$ cat src/rtl/qacc_seq.sv
// rtl/qacc_seq.sv - sequential Q-format accumulator over a counted stream of product terms
// Saturating accumulation is enabled by defining QACC_SATURATE_EN; the default build wraps.
module qacc_seq #(
  parameter int Q     = 18,
  parameter int N     = 32,
  parameter int LEN_W = 8
) (
  input  logic             clk,
  input  logic             rst_n,
  input  logic             start,
  input  logic [LEN_W-1:0] len,
  input  logic             in_valid,
  output logic             in_ready,
  input  logic [N-1:0]     in_data,
  input  logic             in_ovr,
  output logic             out_valid,
  input  logic             out_ready,
  output logic [N-1:0]     out_data,
  output logic             out_ovr,
  output logic             busy
);

  typedef enum logic [1:0] {
    S_IDLE  = 2'd0,
    S_ACCUM = 2'd1,
    S_DONE  = 2'd2
  } state_t;

  // The binary point is only a labelling convention here; addition is format-agnostic.
  localparam int FRAC_BITS = Q;

  localparam logic [N-1:0] ACC_MAX = {1'b0, {(N-1){1'b1}}};
  localparam logic [N-1:0] ACC_MIN = {1'b1, {(N-1){1'b0}}};

  state_t             state_q;
  logic [N-1:0]       acc_q;
  logic [N-1:0]       acc_d;
  logic [LEN_W-1:0]   cnt_q;
  logic               ovr_q;
  logic               in_ready_q;
  logic               out_valid_q;
  logic               busy_q;

  logic [N:0]         sum_ext;
  logic               add_ovf;
  logic               xfer;
  logic               last_xfer;

  assign xfer      = in_valid && in_ready_q;
  assign last_xfer = xfer && (cnt_q == LEN_W'(1));

  // Sign-extend both operands so bit N captures the true sign of the sum.
  always_comb begin
    sum_ext = {acc_q[N-1], acc_q} + {in_data[N-1], in_data};
    add_ovf = sum_ext[N] ^ sum_ext[N-1];
    acc_d   = sum_ext[N-1:0];
`ifdef QACC_SATURATE_EN
    if (add_ovf) begin
      acc_d = sum_ext[N] ? ACC_MIN : ACC_MAX;
    end
`endif
  end

  always_ff @(posedge clk) begin
    if (!rst_n) begin
      state_q     <= S_IDLE;
      acc_q       <= '0;
      cnt_q       <= '0;
      ovr_q       <= 1'b0;
      in_ready_q  <= 1'b0;
      out_valid_q <= 1'b0;
      busy_q      <= 1'b0;
    end else begin
      case (state_q)
        S_IDLE: begin
          if (start) begin
            acc_q  <= '0;
            ovr_q  <= 1'b0;
            busy_q <= 1'b1;
            if (len != '0) begin
              cnt_q      <= len;
              in_ready_q <= 1'b1;
              state_q    <= S_ACCUM;
            end else begin
              cnt_q       <= '0;
              out_valid_q <= 1'b1;
              state_q     <= S_DONE;
            end
          end
        end
        S_ACCUM: begin
          if (xfer) begin
            acc_q <= acc_d;
            cnt_q <= cnt_q - LEN_W'(1);
            ovr_q <= ovr_q | in_ovr | add_ovf;
            if (last_xfer) begin
              in_ready_q  <= 1'b0;
              out_valid_q <= 1'b1;
              state_q     <= S_DONE;
            end
          end
        end
        S_DONE: begin
          if (out_ready) begin
            out_valid_q <= 1'b0;
            busy_q      <= 1'b0;
            state_q     <= S_IDLE;
          end
        end
        default: begin
          state_q     <= S_IDLE;
          in_ready_q  <= 1'b0;
          out_valid_q <= 1'b0;
          busy_q      <= 1'b0;
        end
      endcase
    end
  end

  assign in_ready  = in_ready_q;
  assign out_valid = out_valid_q;
  assign busy      = busy_q;
  // Result lanes are forced quiet outside DONE so idle buses carry no stale sums.
  assign out_data  = out_valid_q ? acc_q : '0;
  assign out_ovr   = out_valid_q & ovr_q;

  logic unused_frac;
  assign unused_frac = (FRAC_BITS < 0);

endmodule

$ cat config.mk
export PLATFORM = sky130hd
export DESIGN_NAME = qacc_seq
export DESIGN_NICKNAME = d
export VERILOG_FILES = /design/src/rtl/qacc_seq.sv
export SDC_FILE = /design/constraint.sdc
export NUM_CORES = 1
export LEC_CHECK = 0
export CAP_MARGIN = 20
export CORE_ASPECT_RATIO = 0.8
export CORE_MARGIN = 1
export CORE_UTILIZATION = 47
export DETAILED_ROUTE_END_ITERATION = 8
export GPL_ROUTABILITY_DRIVEN = 0
export PLACE_DENSITY = 0.75
export SYNTH_ARGS = -nofsm -noshare
export SYNTH_HDL_FRONTEND = slang
export SYNTH_SLANG_ARGS = --single-unit
$ cat constraint.sdc
create_clock -name clk -period 2.7 [get_ports clk]
set_input_delay 0.405 -clock clk [delete_from_list [all_inputs] [get_ports clk]]
set_output_delay 0.405 -clock clk [all_outputs]
set_load 0.01 [all_outputs]
==> results of run 1 <==
layer usage:
| metal | global-route usage | vias to the layer above | wire length (um) |
|---|---|---|---|
| met5 | 0 | - | 0 |
| met1 | 0.337 | 1682 | 4690 |
| met3 | 0.0387 | 10 | 475 |
| met2 | 0.401 | 95 | 4410 |
| li1 | - | 1875 | - |
| met4 | 0.0478 | 0 | 77 |
registers in the layout, indices dropped and copies added (netlist names):
register	flops
in_ready	1
out_valid	1
acc_q	32
ovr_q	1
busy	1
cnt_q	8
state_q	2
cells by family after synthesis:
logic type,Yosys count,share of synthesized area
buffers and inverters,29,0.0376
AND/OR/NAND/NOR,150,0.214
flip-flops,46,0.249
AO/OA/AOI/OAI,156,0.307
XOR/XNOR,30,0.0712
adder cells (fa/ha/maj),35,0.121
through the flow:
| step | util | setup TNS (ns) | setup slack (ns) | area [um2] |
|---|---|---|---|---|
| after floorplan | - | 0 | 0.0968 | 3690 |
| after global placement | 0.658 | -4.24 | -0.432 | 4930 |
| after detailed placement | 0.658 | -4.82 | -0.461 | 4930 |
| after CTS | 0.672 | 0 | 0.00725 | 5040 |
| after global routing | 0.677 | -0.00847 | -0.00847 | 5080 |
| final | 0.677 | 0 | 0.0924 | 5080 |
path summary, 6_finish.rpt:
| path | startpoint | end | slack, ns | cells after the start |
|---|---|---|---|---|
| min reg2reg | cnt_q[5] | cnt_q[5] | 0.49 | 2 |
| min | cnt_q[5] | cnt_q[5] | 0.49 | 2 |
| max | in_data[13] | acc_q[28] | 0.09 | 11 |
| max reg2reg | acc_q[0] | acc_q[28] | 0.15 | 12 |
worst min-delay path: cells and delay by family (launching register included):
kind	cells	cell delay, ns
compound gates	1	0.05
flops	1	0.34
buf+inv	1	0.06
area by class of cell:
| type | instances | area (um2) |
|---|---|---|
| repair buffers | 136 | 1230 |
| clock buffers | 6 | 72.6 |
| inverters | 11 | 41.3 |
| fillers | 648 | 2420 |
| multi-input cells | 371 | 2670 |
| clock inverters | 1 | 7.51 |
| flip-flops and latches | 46 | 921 |
| well taps | 105 | 131 |
power by group through the flow:
stage               sequential, mW  combinational, mW  clock (mW)
floorplan                    0.735              0.240           0
global route                 0.731              0.470       0.460
detailed placement           0.741              0.417           0
finish                       0.726              0.428       0.422
CTS                          0.725              0.423       0.432
global placement             0.739              0.409           0
cells in the final DEF, fill, tap and decap left out, types with 3 or more instances in the layout:
cell type        count
nand2b_1             4
a21boi_0             4
and2_1              38
a31oi_1              5
dfxtp_1             46
a22oi_1             12
a41oi_1              3
o21ai_0             20
a21o_1              15
clkdlybuf4s50_1     79
o21ai_2              4
o21ai_1              3
xnor2_1             19
a21oi_2              4
nor2_1              22
ha_1                33
xor2_1              11
a21oi_1             37
nor2b_1             18
inv_1               11
nor3_1               4
nor4_1               3
a22o_1              18
nand3_1             14
nand2_1             32
buf_4               55
or3_1                4
clkbuf_8             5
cell usage after synthesis, types with 4 or more instances:
master | instances | area (um2)
or3_1 | 4 | 25.0
inv_1 | 11 | 41.3
a22o_1 | 18 | 158
a21oi_1 | 38 | 190
xor2_1 | 11 | 96.3
dfxtp_1 | 46 | 921
nor2_1 | 23 | 86.3
a31oi_1 | 5 | 31.3
xnor2_1 | 19 | 166
clkbuf_1 | 11 | 41.3
nor2b_1 | 18 | 113
nand3_1 | 14 | 70.1
a21boi_0 | 4 | 30.0
ha_1 | 34 | 425
o21ai_2 | 4 | 35.0
a21o_1 | 15 | 113
nor3_1 | 4 | 20.0
o21ai_0 | 20 | 100
nand2_1 | 32 | 120
a22oi_1 | 12 | 90.1
and2_1 | 38 | 238
nand2b_1 | 4 | 25.0
o21ai_1 | 4 | 20.0
a41oi_1 | 4 | 35.0
timing repair:
item / 4_1_cts / 5_1_grt
endpoints found under the setup margin: 6 / 7
setup buffers: 1 / 1
gates resized for setup: 4 / 7
pin swaps: 3 / 11
==> results.cfg, run 1 <==
[critical_path]
startpoint_type = input port
endpoint_kind = register
cp_num_buf_inv = 1
critical-path-max-stage-delay_ns = 0.40
path_class = input port to register
arrival_ns = 2.81
worst-path-max-fanout = 4
cpMostUsedCell = o21ai_2
worstPathCellList = clkdlybuf4s50_1 > ha_1 > a21oi_2 > o21ai_2 > a2111oi_4 > o21ai_2 > a31oi_4 > o211ai_1 > a21oi_1 > xnor2_1 > a22o_1
crit_required_ns = 2.91
crit_family = compound AO/OA/AOI/OAI gates
slowest_stage = clkdlybuf4s50_1

[yosys]
synth_warnings = 0
async_flop_share = 0
synthFlopType = dfxtp_1
yosysUniqueCellTypes = 59
syn_inst = 446
syn_nets = 527
syn_avg_cell_area_um2 = 8.28
ys_seq_area_frac = 0.249
synth_edf_count = 0
synth-seq-cells = 46
syn_area_um2 = 3690

[detailed_routing]
ant_nets = 0
wl_per_cell_um = 14.3
via_count = 3662
post-route-drc-count = 0
routed_wl_mm = 9.66
via_per_inst = 5.42
drtIter0Drc = 107
drtPass1Iterations = 5

[floorplan]
die_width_um = 101
start_util = 0.492
rows = 28
fp.dieArea_um2 = 8220
fp.coreArea_um2 = 7500
fp.dieH_um = 81.3
io_pins = 82

[sta]
setup_viol = 0
final_max_slew_viol_count = 0
fin_skew_ns = 0.0102
hold_violations = 0
post-route-period-util = 0.966
fin_hold_ws_ns = 0.487
max_freq_mhz = 383
slew_headroom = 0.486
period_minus_slack_ns = 2.61
worst_pin_slew_ns = 0.771

[placed_design]
dp_cells = 667
post-dp-hpwl_mm = 7.30
port_buffers = 81

[cts]
clock_sinks = 46
hold_buffers = 0
clk-insertion-delay-late_ns = 0.31
h-tree-depth = 2
path_clk_slew_ns = 0.09
cts_tree = yes
numCtsBuffers = 5
cts_max_path_buffers = 2
cts_root_buffer = clkbuf_8

[power_and_ir_drop]
p_total_mw = 1.58
seq_power_share = 0.460
intPower_mw = 1.10
power.switching_mw = 0.477
comb_power_share = 0.272
leakagePower_nw = 2.20
powerDensity_nw_per_um2 = 311
switching_share = 0.303
vdd_ir_drop_max_uv = 178
power_frac_clock = 0.268

[flow_run]
cap_violations = 0

[global_route]
grt_pass1_wl_mm = 15.9
grt_overflow = 0
grt_max_degree = 34
antenna_found_initial = 0
grt_pass1_vias = 3459
grt.total_usage = 0.243

[finish]
stdcell_count = 676
diodes = 0
nNetsFinal = 652
area_growth_syn_to_layout_pct = 37.5
drive_gt1_frac = 0.161

[status]
status = completed

[worst_hold_path]
min_path_type = register to register
(Power assumes the default switching activity.)
==> run 2, diff against run 1 <==
--- a/config.mk
+++ b/config.mk
@@ -8,10 +8,12 @@
 export CAP_MARGIN = 20
 export CORE_ASPECT_RATIO = 0.8
 export CORE_MARGIN = 1
-export CORE_UTILIZATION = 47
+export CORE_UTILIZATION = 30
 export DETAILED_ROUTE_END_ITERATION = 8
 export GPL_ROUTABILITY_DRIVEN = 0
-export PLACE_DENSITY = 0.75
+export GPL_TIMING_DRIVEN = 0
+export PLACE_DENSITY = 0.51
 export SYNTH_ARGS = -nofsm -noshare
 export SYNTH_HDL_FRONTEND = slang
 export SYNTH_SLANG_ARGS = --single-unit
+export TNS_END_PERCENT = 30
==> results.cfg, run 2 (same netlist as run 1, synthesis figures left out) <==
[sta]
tns_ns = 0
max_freq_mhz = 383
final_max_slew_viol_count = 0
period_minus_slack_ns = 2.61
slew_headroom = 0.389
setup_viol = 0
fin_skew_ns = 0.00574
worst_pin_slew_ns = 0.917
post-route-period-util = 0.968
hold_violations = 0
postLayoutSetupSlackWorst_ns = 0.0873
rsz0062_at_grt = true

[global_route]
antenna_found_initial = 0
grt_pass1_wl_mm = 17.3
grt_max_degree = 15
grt.total_usage = 0.170
grt_pass1_vias = 3493
grt_overflow = 0

[floorplan]
start_util = 0.315
fp.dieH_um = 101
fp.dieArea_um2 = 12800
io_pins = 82
fp.coreArea_um2 = 11700
die_width_um = 126
rows = 35

[worst_hold_path]
hold-path-endpoint = cnt_q[5]
hp-start = cnt_q[5]
hold_depth = 2
min_path_type = register to register

[cts]
clock_sinks = 46
cts_root_buffer = clkbuf_16
clk-insertion-delay-late_ns = 0.30
cts_tree = yes
cts_max_path_buffers = 2
h-tree-depth = 2
path_clk_slew_ns = 0.07
numCtsBuffers = 5

[finish]
top_register = acc_q
top_regs = acc_q (32), cnt_q (8), state_q (2)
final_core_util = 0.443
diodes = 0
largest_reg_flops = 32
final_cell_mix = clkdlybuf4s50_1 (78), dfxtp_1 (45), and2_1 (38), a21oi_1 (35), nand2_1 (31)
nNetsFinal = 624
drive_gt1_frac = 0.132
area_growth_syn_to_layout_pct = 40.7
layout_commonest_cell = clkdlybuf4s50_1

[power_and_ir_drop]
comb_power_share = 0.207
power_frac_clock = 0.427
vdd_ir_drop_max_uv = 227
p_total_mw = 1.99
seq_power_share = 0.366
power.switching_mw = 0.529
leakagePower_nw = 2.08
powerDensity_nw_per_um2 = 382
switching_share = 0.266
intPower_mw = 1.46

[detailed_routing]
post-route-drc-count = 0
via_count = 3524
drtIter0Drc = 211
drtPass1Iterations = 4
ant_nets = 0
via_per_inst = 5.09
routed_wl_mm = 10.6
wl_per_cell_um = 15.4

[critical_path]
critical-path-max-stage-delay_ns = 0.43
endpoint_kind = register
slowest_stage = clkdlybuf4s50_1
arrival_ns = 2.80
rr_endpoint = acc_q[28]
worstPathCellList = clkdlybuf4s50_1 > ha_2 > a211oi_4 > nor3_2 > o21ai_2 > o21ai_4 > a31oi_4 > buf_6 > o211ai_1 > a21oi_1 > xnor2_1 > a22o_1
rr_worst_depth = 12
path_class = input port to register
crit_required_ns = 2.89
timing.rr.start = acc_q[0]
startpoint_type = input port
worst-path-max-fanout = 4
ff2ff_setup_slack_ns = 0.11

[placed_design]
post-dp-hpwl_mm = 8.07
port_buffers = 81
dp_slack_ns = -0.779

[flow_run]
cap_violations = 0

[status]
status = completed
run 2: final cells by class:
type | instances | area [um2]
Clock inverter | 2 | 60.1
Clock buffer | 6 | 139
Timing Repair Buffer | 90 | 887
Inverter | 11 | 41.3
Sequential cell | 46 | 922
Multi-Input combinational cell | 371 | 2860
Fill cell | 1182 | 6540
Tap cell | 148 | 185
Buffer | 18 | 97.6
run 2: timing repair:
action | in CTS | in global routing
pin swaps | 11 | 17
hold buffers | 0 | 0
setup endpoints to repair | 11 | 10
setup buffers | 4 | 5
gates resized for setup | 17 | 27
run 2: power by group through the flow:
stage / logic, mW / clock network, mW / registers, mW
2_1_floorplan: 0.240 / 0 / 0.735
3_3_place_gp: 0.378 / 0 / 0.740
3_5_place_dp: 0.380 / 0 / 0.741
4_1_cts: 0.396 / 0.862 / 0.725
5_1_grt: 0.454 / 0.890 / 0.730
6_report: 0.411 / 0.848 / 0.727
run 2: how the worst max path moves through the flow:
stage,cells after the start,start,end,slack [ns]
after floorplan,11,in_data[0],ovr_q,0.1
after global placement,12,in_data[0],ovr_q,-0.82
after detailed placement,12,in_data[0],ovr_q,-0.78
after CTS,12,in_data[15],acc_q[28],0.003
after global routing,12,in_data[2],acc_q[28],-0.1
final,12,in_data[2],acc_q[28],0.09
run 2: metrics by stage:
stage / instance area (um2) / hold WS, ns / cells
6_report: 5190 / 0.488 / 692
2_1_floorplan: 3690 / 0.446 / 446
4_1_cts: 5030 / 0.483 / 687
3_5_place_dp: 4690 / 0.472 / 675
5_1_grt: 5190 / 0.511 / 692
3_3_place_gp: 4690 / 0.466 / 675
run 2: worst max-delay path, delay by kind of cell:
family | cells | cell delay (ns)
buffers and inverters | 2 | 0.56
adders and majority gates | 1 | 0.39
and+or+nand+nor | 1 | 0.25
AOI/OAI and AO/OA | 7 | 1.04
xor gates and xnor gates | 1 | 0.14
run 2: routing by layer:
metal,share of wire,GRT usage,vias to the layer above
li1,-,-,1832
met1,0.54,0.250,1611
met2,0.41,0.252,76
met3,0.038,0.0328,5
met4,0.0086,0.0445,0
met5,0,0,-
